[config.mk]
export PLATFORM = sky130hd
export DESIGN_NAME = multicycle_ctrl
export DESIGN_NICKNAME = d
export VERILOG_FILES = /design/src/rtl/ctrl_pkg.sv /design/src/rtl/ctrl_decode.sv /design/src/rtl/multicycle_ctrl.sv
export SDC_FILE = /design/constraint.sdc
export NUM_CORES = 1
export LEC_CHECK = 0
export CORE_ASPECT_RATIO = 1.2
export CORE_MARGIN = 1.5
export CORE_UTILIZATION = 41
export DETAILED_ROUTE_END_ITERATION = 6
export HOLD_SLACK_MARGIN = 0.05
export MAX_ROUTING_LAYER = met4
export PLACE_DENSITY = 0.75
export SLEW_MARGIN = 20
export SYNTH_ARGS = -nofsm -noshare
export SYNTH_HDL_FRONTEND = slang
export SYNTH_SLANG_ARGS = --single-unit
[constraint.sdc]
create_clock -name clk -period 1.8 [get_ports clk]
set_clock_uncertainty 0.2 [all_clocks]
set_input_delay 0.36 -clock clk [delete_from_list [all_inputs] [get_ports clk]]
set_output_delay 0.36 -clock clk [all_outputs]
set_load 0.02 [all_outputs]
[src/rtl/ctrl_pkg.sv]
// Shared types and encodings for the multicycle MIPS control unit.
package ctrl_pkg;

  typedef enum logic [3:0] {
    S_IDLE,
    S_FETCH,
    S_DECODE,
    S_EXEC_R,
    S_WB_R,
    S_MEM_ADDR,
    S_MEM_RD,
    S_WB_MEM,
    S_MEM_WR,
    S_BRANCH,
    S_JUMP,
    S_TRAP
  } state_t;

  localparam logic [5:0] OP_RTYPE  = 6'b000000;
  localparam logic [5:0] OP_LW     = 6'b100011;
  localparam logic [5:0] OP_SW     = 6'b101011;
  localparam logic [5:0] OP_BEQ    = 6'b000100;
  localparam logic [5:0] OP_J      = 6'b000010;
  localparam logic [5:0] FUNCT_ADD = 6'b100000;

  localparam logic [1:0] ALU_OP_ADD   = 2'b00;
  localparam logic [1:0] ALU_OP_SUB   = 2'b01;
  localparam logic [1:0] ALU_OP_FUNCT = 2'b10;

  localparam logic [1:0] ALUSRCB_B       = 2'b00;
  localparam logic [1:0] ALUSRCB_FOUR    = 2'b01;
  localparam logic [1:0] ALUSRCB_IMM     = 2'b10;
  localparam logic [1:0] ALUSRCB_IMM_SH2 = 2'b11;

  localparam logic [1:0] PCSRC_ALU    = 2'b00;
  localparam logic [1:0] PCSRC_ALUOUT = 2'b01;
  localparam logic [1:0] PCSRC_JUMP   = 2'b10;

  // Raw per-state control word; handshake gating is applied by the top level.
  typedef struct packed {
    logic       ir_write;
    logic       pc_write;
    logic       pc_write_cond;
    logic       iord;
    logic       mem_read;
    logic       mem_write;
    logic       reg_write;
    logic       reg_dst;
    logic       mem_to_reg;
    logic       alu_src_a;
    logic [1:0] alu_src_b;
    logic [1:0] alu_op;
    logic [1:0] pc_src;
    logic       retired;
  } ctrl_word_t;

endpackage

[src/rtl/ctrl_decode.sv]
// Combinational mapping from controller state to the raw datapath control word.
module ctrl_decode
  import ctrl_pkg::*;
(
  input  state_t     state,
  output ctrl_word_t cw
);

  // Moore decode: every state starts from all-zero controls and sets only what it needs.
  always_comb begin
    cw = '0;
    case (state)
      S_FETCH: begin
        cw.mem_read  = 1'b1;
        cw.ir_write  = 1'b1;
        cw.pc_write  = 1'b1;
        cw.alu_src_b = ALUSRCB_FOUR;
        cw.alu_op    = ALU_OP_ADD;
        cw.pc_src    = PCSRC_ALU;
      end
      S_DECODE: begin
        cw.alu_src_b = ALUSRCB_IMM_SH2;
        cw.alu_op    = ALU_OP_ADD;
      end
      S_EXEC_R: begin
        cw.alu_src_a = 1'b1;
        cw.alu_src_b = ALUSRCB_B;
        cw.alu_op    = ALU_OP_FUNCT;
      end
      S_WB_R: begin
        cw.reg_write = 1'b1;
        cw.reg_dst   = 1'b1;
        cw.retired   = 1'b1;
      end
      S_MEM_ADDR: begin
        cw.alu_src_a = 1'b1;
        cw.alu_src_b = ALUSRCB_IMM;
        cw.alu_op    = ALU_OP_ADD;
      end
      S_MEM_RD: begin
        cw.iord     = 1'b1;
        cw.mem_read = 1'b1;
      end
      S_WB_MEM: begin
        cw.reg_write  = 1'b1;
        cw.mem_to_reg = 1'b1;
        cw.retired    = 1'b1;
      end
      S_MEM_WR: begin
        cw.iord      = 1'b1;
        cw.mem_write = 1'b1;
        cw.retired   = 1'b1;
      end
      S_BRANCH: begin
        cw.alu_src_a     = 1'b1;
        cw.alu_src_b     = ALUSRCB_B;
        cw.alu_op        = ALU_OP_SUB;
        cw.pc_write_cond = 1'b1;
        cw.pc_src        = PCSRC_ALUOUT;
        cw.retired       = 1'b1;
      end
      S_JUMP: begin
        cw.pc_write = 1'b1;
        cw.pc_src   = PCSRC_JUMP;
        cw.retired  = 1'b1;
      end
      default: cw = '0;
    endcase
  end

endmodule

[src/rtl/multicycle_ctrl.sv]
// Multicycle control unit: state sequencing, memory handshake gating, trap flag, retire counter.
module multicycle_ctrl
  import ctrl_pkg::*;
(
  input  logic        clk,
  input  logic        rst,
  input  logic        run,
  input  logic [5:0]  opcode,
  input  logic [5:0]  funct,
  input  logic        zero,
  input  logic        mem_ready,
  output logic        ir_write,
  output logic        pc_write,
  output logic        pc_write_cond,
  output logic        pc_en,
  output logic        iord,
  output logic        mem_read,
  output logic        mem_write,
  output logic        reg_write,
  output logic        reg_dst,
  output logic        mem_to_reg,
  output logic        alu_src_a,
  output logic [1:0]  alu_src_b,
  output logic [1:0]  alu_op,
  output logic [1:0]  pc_src,
  output logic        illegal,
  output logic        retired,
  output logic [31:0] instret
);

  state_t     state_q;
  state_t     state_d;
  ctrl_word_t cw;
  logic       illegal_q;

  ctrl_decode u_decode (
    .state (state_q),
    .cw    (cw)
  );

  // State register; reset aborts any in-flight instruction.
  always_ff @(posedge clk or posedge rst) begin
    if (rst) state_q <= S_IDLE;
    else     state_q <= state_d;
  end

  // Next-state logic: memory states hold until mem_ready, DECODE dispatches on opcode/funct.
  always_comb begin
    state_d = state_q;
    case (state_q)
      S_IDLE:     if (run) state_d = S_FETCH;
      S_FETCH:    if (mem_ready) state_d = S_DECODE;
      S_DECODE: begin
        case (opcode)
          OP_RTYPE:     state_d = (funct == FUNCT_ADD) ? S_EXEC_R : S_TRAP;
          OP_LW, OP_SW: state_d = S_MEM_ADDR;
          OP_BEQ:       state_d = S_BRANCH;
          OP_J:         state_d = S_JUMP;
          default:      state_d = S_TRAP;
        endcase
      end
      S_EXEC_R:   state_d = S_WB_R;
      S_WB_R:     state_d = S_FETCH;
      S_MEM_ADDR: state_d = (opcode == OP_LW) ? S_MEM_RD : S_MEM_WR;
      S_MEM_RD:   if (mem_ready) state_d = S_WB_MEM;
      S_WB_MEM:   state_d = S_FETCH;
      S_MEM_WR:   if (mem_ready) state_d = S_FETCH;
      S_BRANCH:   state_d = S_FETCH;
      S_JUMP:     state_d = S_FETCH;
      S_TRAP:     state_d = S_TRAP;
      default:    state_d = S_IDLE;
    endcase
  end

  // Sticky illegal flag, set on the DECODE-to-TRAP transition and cleared only by reset.
  always_ff @(posedge clk or posedge rst) begin
    if (rst) illegal_q <= 1'b0;
    else if (state_q == S_DECODE && state_d == S_TRAP) illegal_q <= 1'b1;
  end

  // Retired-instruction counter; wraps naturally at 32 bits.
  always_ff @(posedge clk or posedge rst) begin
    if (rst)          instret <= 32'd0;
    else if (retired) instret <= instret + 32'd1;
  end

  assign ir_write      = cw.ir_write & mem_ready;
  assign pc_write      = cw.pc_write & (mem_ready | (state_q != S_FETCH));
  assign retired       = cw.retired & (mem_ready | (state_q != S_MEM_WR));
  assign pc_write_cond = cw.pc_write_cond;
  assign pc_en         = pc_write | (pc_write_cond & zero);
  assign iord          = cw.iord;
  assign mem_read      = cw.mem_read;
  assign mem_write     = cw.mem_write;
  assign reg_write     = cw.reg_write;
  assign reg_dst       = cw.reg_dst;
  assign mem_to_reg    = cw.mem_to_reg;
  assign alu_src_a     = cw.alu_src_a;
  assign alu_src_b     = cw.alu_src_b;
  assign alu_op        = cw.alu_op;
  assign pc_src        = cw.pc_src;
  assign illegal       = illegal_q;

endmodule
==> run_summary.xml <==
<?xml version="1.0" encoding="UTF-8"?>
<metrics>
  <group name="cells_and_area">
    <metric name="area_of_the_multi_input_gates" unit="µm²">1394</metric>
    <metric name="layout.nets" unit="">374</metric>
    <metric name="synthToLayoutAreaGrowth" unit="%">81.60</metric>
    <metric name="seqCellArea" unit="µm²">939.7</metric>
    <metric name="n_antenna_cell" unit="">0</metric>
    <metric name="nFillCells" unit="">333</metric>
    <metric name="layout-drive-gt1-share" unit="">0.4790</metric>
    <metric name="finish.utilization" unit="">0.7681</metric>
    <metric name="commonest_non_fill_non_tap_cells_in_the_layout" unit="">64 x sky130_fd_sc_hd__buf_4, 40 x sky130_fd_sc_hd__dlygate4sd2_1, 26 x sky130_fd_sc_hd__dfrtp_1</metric>
    <metric name="layout_commonest_cell" unit="">sky130_fd_sc_hd__buf_4</metric>
  </group>
  <group name="sta">
    <metric name="tightestPinTransition" unit="ns">0.7682</metric>
    <metric name="drv_slew" unit="">0</metric>
    <metric name="timing.fmax" unit="MHz">457.7</metric>
    <metric name="max-slew-margin-rel" unit="">0.4860</metric>
    <metric name="number_of_endpoints_with_negative_hold_slack_in_the_final_report" unit="">0</metric>
    <metric name="grt_setup_unrepaired" unit="">yes</metric>
    <metric name="timing.final.ws_setup" unit="ns">-0.3847</metric>
    <metric name="setup-violations-final" unit="">48</metric>
    <metric name="min_period_over_period" unit="">1.214</metric>
    <metric name="finalWorstPathRequiredPeriod" unit="ns">2.185</metric>
  </group>
  <group name="logic_synthesis">
    <metric name="sequential_share_of_the_synthesized_area" unit="">0.4463</metric>
    <metric name="postSynthCellCount" unit="">218</metric>
    <metric name="synth-warning-count" unit="">0</metric>
    <metric name="syn_nets" unit="">236</metric>
    <metric name="syn_area" unit="µm²">2074</metric>
    <metric name="synth_seq_cells" unit="">37</metric>
    <metric name="synth_area_per_cell" unit="µm²">9.516</metric>
    <metric name="netlist-cell-type-count" unit="">44</metric>
  </group>
  <group name="cts">
    <metric name="cts_buffers" unit="">5</metric>
    <metric name="tritoncts" unit="">done</metric>
    <metric name="htree_levels" unit="">2</metric>
    <metric name="clkSinkCount" unit="">37</metric>
    <metric name="ctsLongestPathBuffers" unit="">2</metric>
    <metric name="clk_root_buffer_cell" unit="">sky130_fd_sc_hd__clkbuf_8</metric>
    <metric name="worst_setup_hold_path_clk_slew" unit="ns">0.07</metric>
    <metric name="worstSkewPairLatency" unit="ns">0.29</metric>
  </group>
  <group name="pwr">
    <metric name="power.ir.vdd_worst" unit="mV">1.159</metric>
    <metric name="leakage" unit="nW">1.962</metric>
    <metric name="p_total" unit="mW">4.210</metric>
    <metric name="powerDensity" unit="nW/µm²">1117</metric>
  </group>
  <group name="floorplan">
    <metric name="coreArea" unit="µm²">4905</metric>
    <metric name="io_pins" unit="">68</metric>
    <metric name="width_of_the_die" unit="µm">67.94</metric>
    <metric name="dieHeight" unit="µm">80.92</metric>
    <metric name="initial_utilization" unit="">0.4230</metric>
    <metric name="design.die.area" unit="µm²">5497</metric>
    <metric name="num_rows" unit="">28</metric>
  </group>
  <group name="route">
    <metric name="ant_nets" unit="">0</metric>
    <metric name="dr.pass1.iters" unit="">4</metric>
    <metric name="drc" unit="">0</metric>
    <metric name="drt_wl_total" unit="µm">6281</metric>
    <metric name="drt_first_iter_violations" unit="">118</metric>
    <metric name="routed_via_density" unit="">5.201</metric>
    <metric name="drt-wirelength-per-cell" unit="µm">15.06</metric>
    <metric name="num_vias" unit="">2169</metric>
  </group>
  <group name="job">
    <metric name="maxCapViolCount" unit="">0</metric>
  </group>
  <group name="global_route">
    <metric name="grt_start_max_net_pins" unit="">38</metric>
    <metric name="grt_use_total" unit="">0.2302</metric>
    <metric name="vias_in_the_first_global_route" unit="">2086</metric>
    <metric name="number_of_antenna_violations_at_the_first_check_in_global_routing" unit="">0</metric>
    <metric name="grt_first_pass_wirelength" unit="µm">9411</metric>
    <metric name="globalRoute.totalOverflow" unit="">0</metric>
  </group>
  <group name="worst_setup_path">
    <metric name="path_class" unit="">reg -&gt; out</metric>
    <metric name="critical_path_peak_fanout" unit="">7</metric>
    <metric name="worst_setup_path_end_kind" unit="">output pin</metric>
    <metric name="r2r_cells" unit="">8</metric>
    <metric name="worstPathArrival" unit="ns">1.62</metric>
    <metric name="start_kind" unit="">register</metric>
    <metric name="required" unit="ns">1.24</metric>
  </group>
  <group name="outcome">
    <metric name="status" unit="">complete, but fails checks</metric>
    <metric name="violations_in_the_final_reports" unit="">negative setup slack</metric>
  </group>
  <group name="worst_hold_path">
    <metric name="hold_path.class" unit="">in -&gt; async</metric>
  </group>
  <group name="placement">
    <metric name="pre_cts_slack" unit="ns">-0.7743</metric>
    <metric name="hpwl" unit="µm">4166</metric>
    <metric name="port_buffers" unit="">67</metric>
    <metric name="globalplace.congestion" unit="">0.8535</metric>
  </group>
</metrics>
-- path summary, 6_finish.rpt --
path	from	to	slack [ns]
max	state_q[3]	pc_en	-0.38
min	rst	instret[3]	0.21
max reg2reg	state_q[1]	instret[20]	-0.33
min reg2reg	instret[31]	instret[31]	0.29
max in group asynchronous	rst	instret[9]	0.99
min in group clk	instret[31]	instret[31]	0.29
-- metrics by stage --
step / area [µm²] / TNS [ns] / cells / hold WS, ns
global route: 3767 / -15.68 / 417 / 0.2488
global placement: 3198 / -24.38 / 386 / 0.2611
finish: 3767 / -12.19 / 417 / 0.2107
floorplan: 2126 / -1.916 / 218 / 0.3392
detailed placement: 3198 / -25.31 / 386 / 0.2903
CTS: 3452 / -9.761 / 402 / 0.2211
-- registers in the layout, summed over array words and instances, names as in the netlist --
| name | cells |
|---|---|
| instret | 32 |
| state_q | 4 |
| illegal | 1 |
-- Yosys cell counts, drive strengths merged --
cell type | n | area [µm²]
a21o | 1 | 7.510
a22o | 1 | 8.760
and4 | 3 | 26.28
nand2 | 23 | 86.33
nor3 | 11 | 55.05
or3 | 1 | 11.26
ha | 1 | 12.51
nor3b | 2 | 20.02
nand4 | 9 | 68.81
a221oi | 1 | 8.760
and2 | 1 | 8.760
buf | 4 | 35.03
nor4 | 4 | 25.02
and3 | 5 | 31.28
o2111ai | 1 | 8.760
o311ai | 1 | 8.760
inv | 8 | 32.54
or2 | 2 | 12.51
a21oi | 6 | 30.03
xor2 | 10 | 87.58
o31ai | 1 | 7.510
nand2b | 5 | 31.28
clkbuf | 4 | 15.01
dfrtp | 37 | 925.9
xnor2 | 23 | 201.4
o41ai | 2 | 17.52
nand3 | 13 | 70.07
o211ai | 3 | 22.52
a211o | 1 | 8.760
o21ai | 4 | 20.02
nor2 | 22 | 85.09
a32oi | 1 | 27.53
nor4b | 1 | 8.760
nor2b | 2 | 12.51
nand4b | 2 | 17.52
o211a | 1 | 10.01
or4 | 1 | 7.510
-- critical path, stage by stage (launching register included) --
cell and delay, ns:
sky130_fd_sc_hd__dfrtp_2 0.45, sky130_fd_sc_hd__buf_6 0.14, sky130_fd_sc_hd__nor2_4 0.03, sky130_fd_sc_hd__and3_4 0.17, sky130_fd_sc_hd__or2_4 0.23, sky130_fd_sc_hd__a21o_1 0.17, sky130_fd_sc_hd__buf_6 0.13
-- cell families (layout without fill, tap and decap cells) --
group / count (synthesis) / in the layout / share of synthesized area
and+or+nand+nor: 107 / 108 / 0.2787
xor gates and xnor gates: 33 / 33 / 0.1393
AOI/OAI and AO/OA: 24 / 24 / 0.08988
adders and majority gates: 1 / 1 / 0.006030
DFF: 37 / 37 / 0.4463
buffers and inverters: 16 / 154 / 0.03981
-- where the power goes --
part | internal (mW) | switching (mW)
sequential | 0.931 | 0.113
clock | 0.452 | 0.290
combinational | 1.21 | 1.22
total | 2.59 | 1.62
-- layer usage --
layer	track usage	vias to the layer above	wire [µm]	part of all wire
met1	0.2550	1052	2482	0.40
met5	-	-	0	0
met3	0.03324	7	275	0.044
met4	0.08400	0	66	0.011
met2	0.4117	72	3456	0.55
li1	-	1038	-	-
-- cell type report --
class	instances	share of cell area
Tap cell	60	0.01993
Clock buffer	7	0.02292
Multi-Input combinational cell	166	0.3700
Inverter	8	0.009299
Timing Repair Buffer	138	0.3205
Sequential cell	37	0.2494
Clock inverter	1	0.007971
-- repair_timing --
item / in CTS / in global routing
pin swaps: 12 / 20
cloned: 1 / 0
resized for setup: 166 / 64
buffers inserted: 7 / 16
hold buffers: 0 / 0
endpoints found under the setup margin: 85 / 52
hold endpoints to repair: 0 / 0
Power figures use the tool's default switching activity.
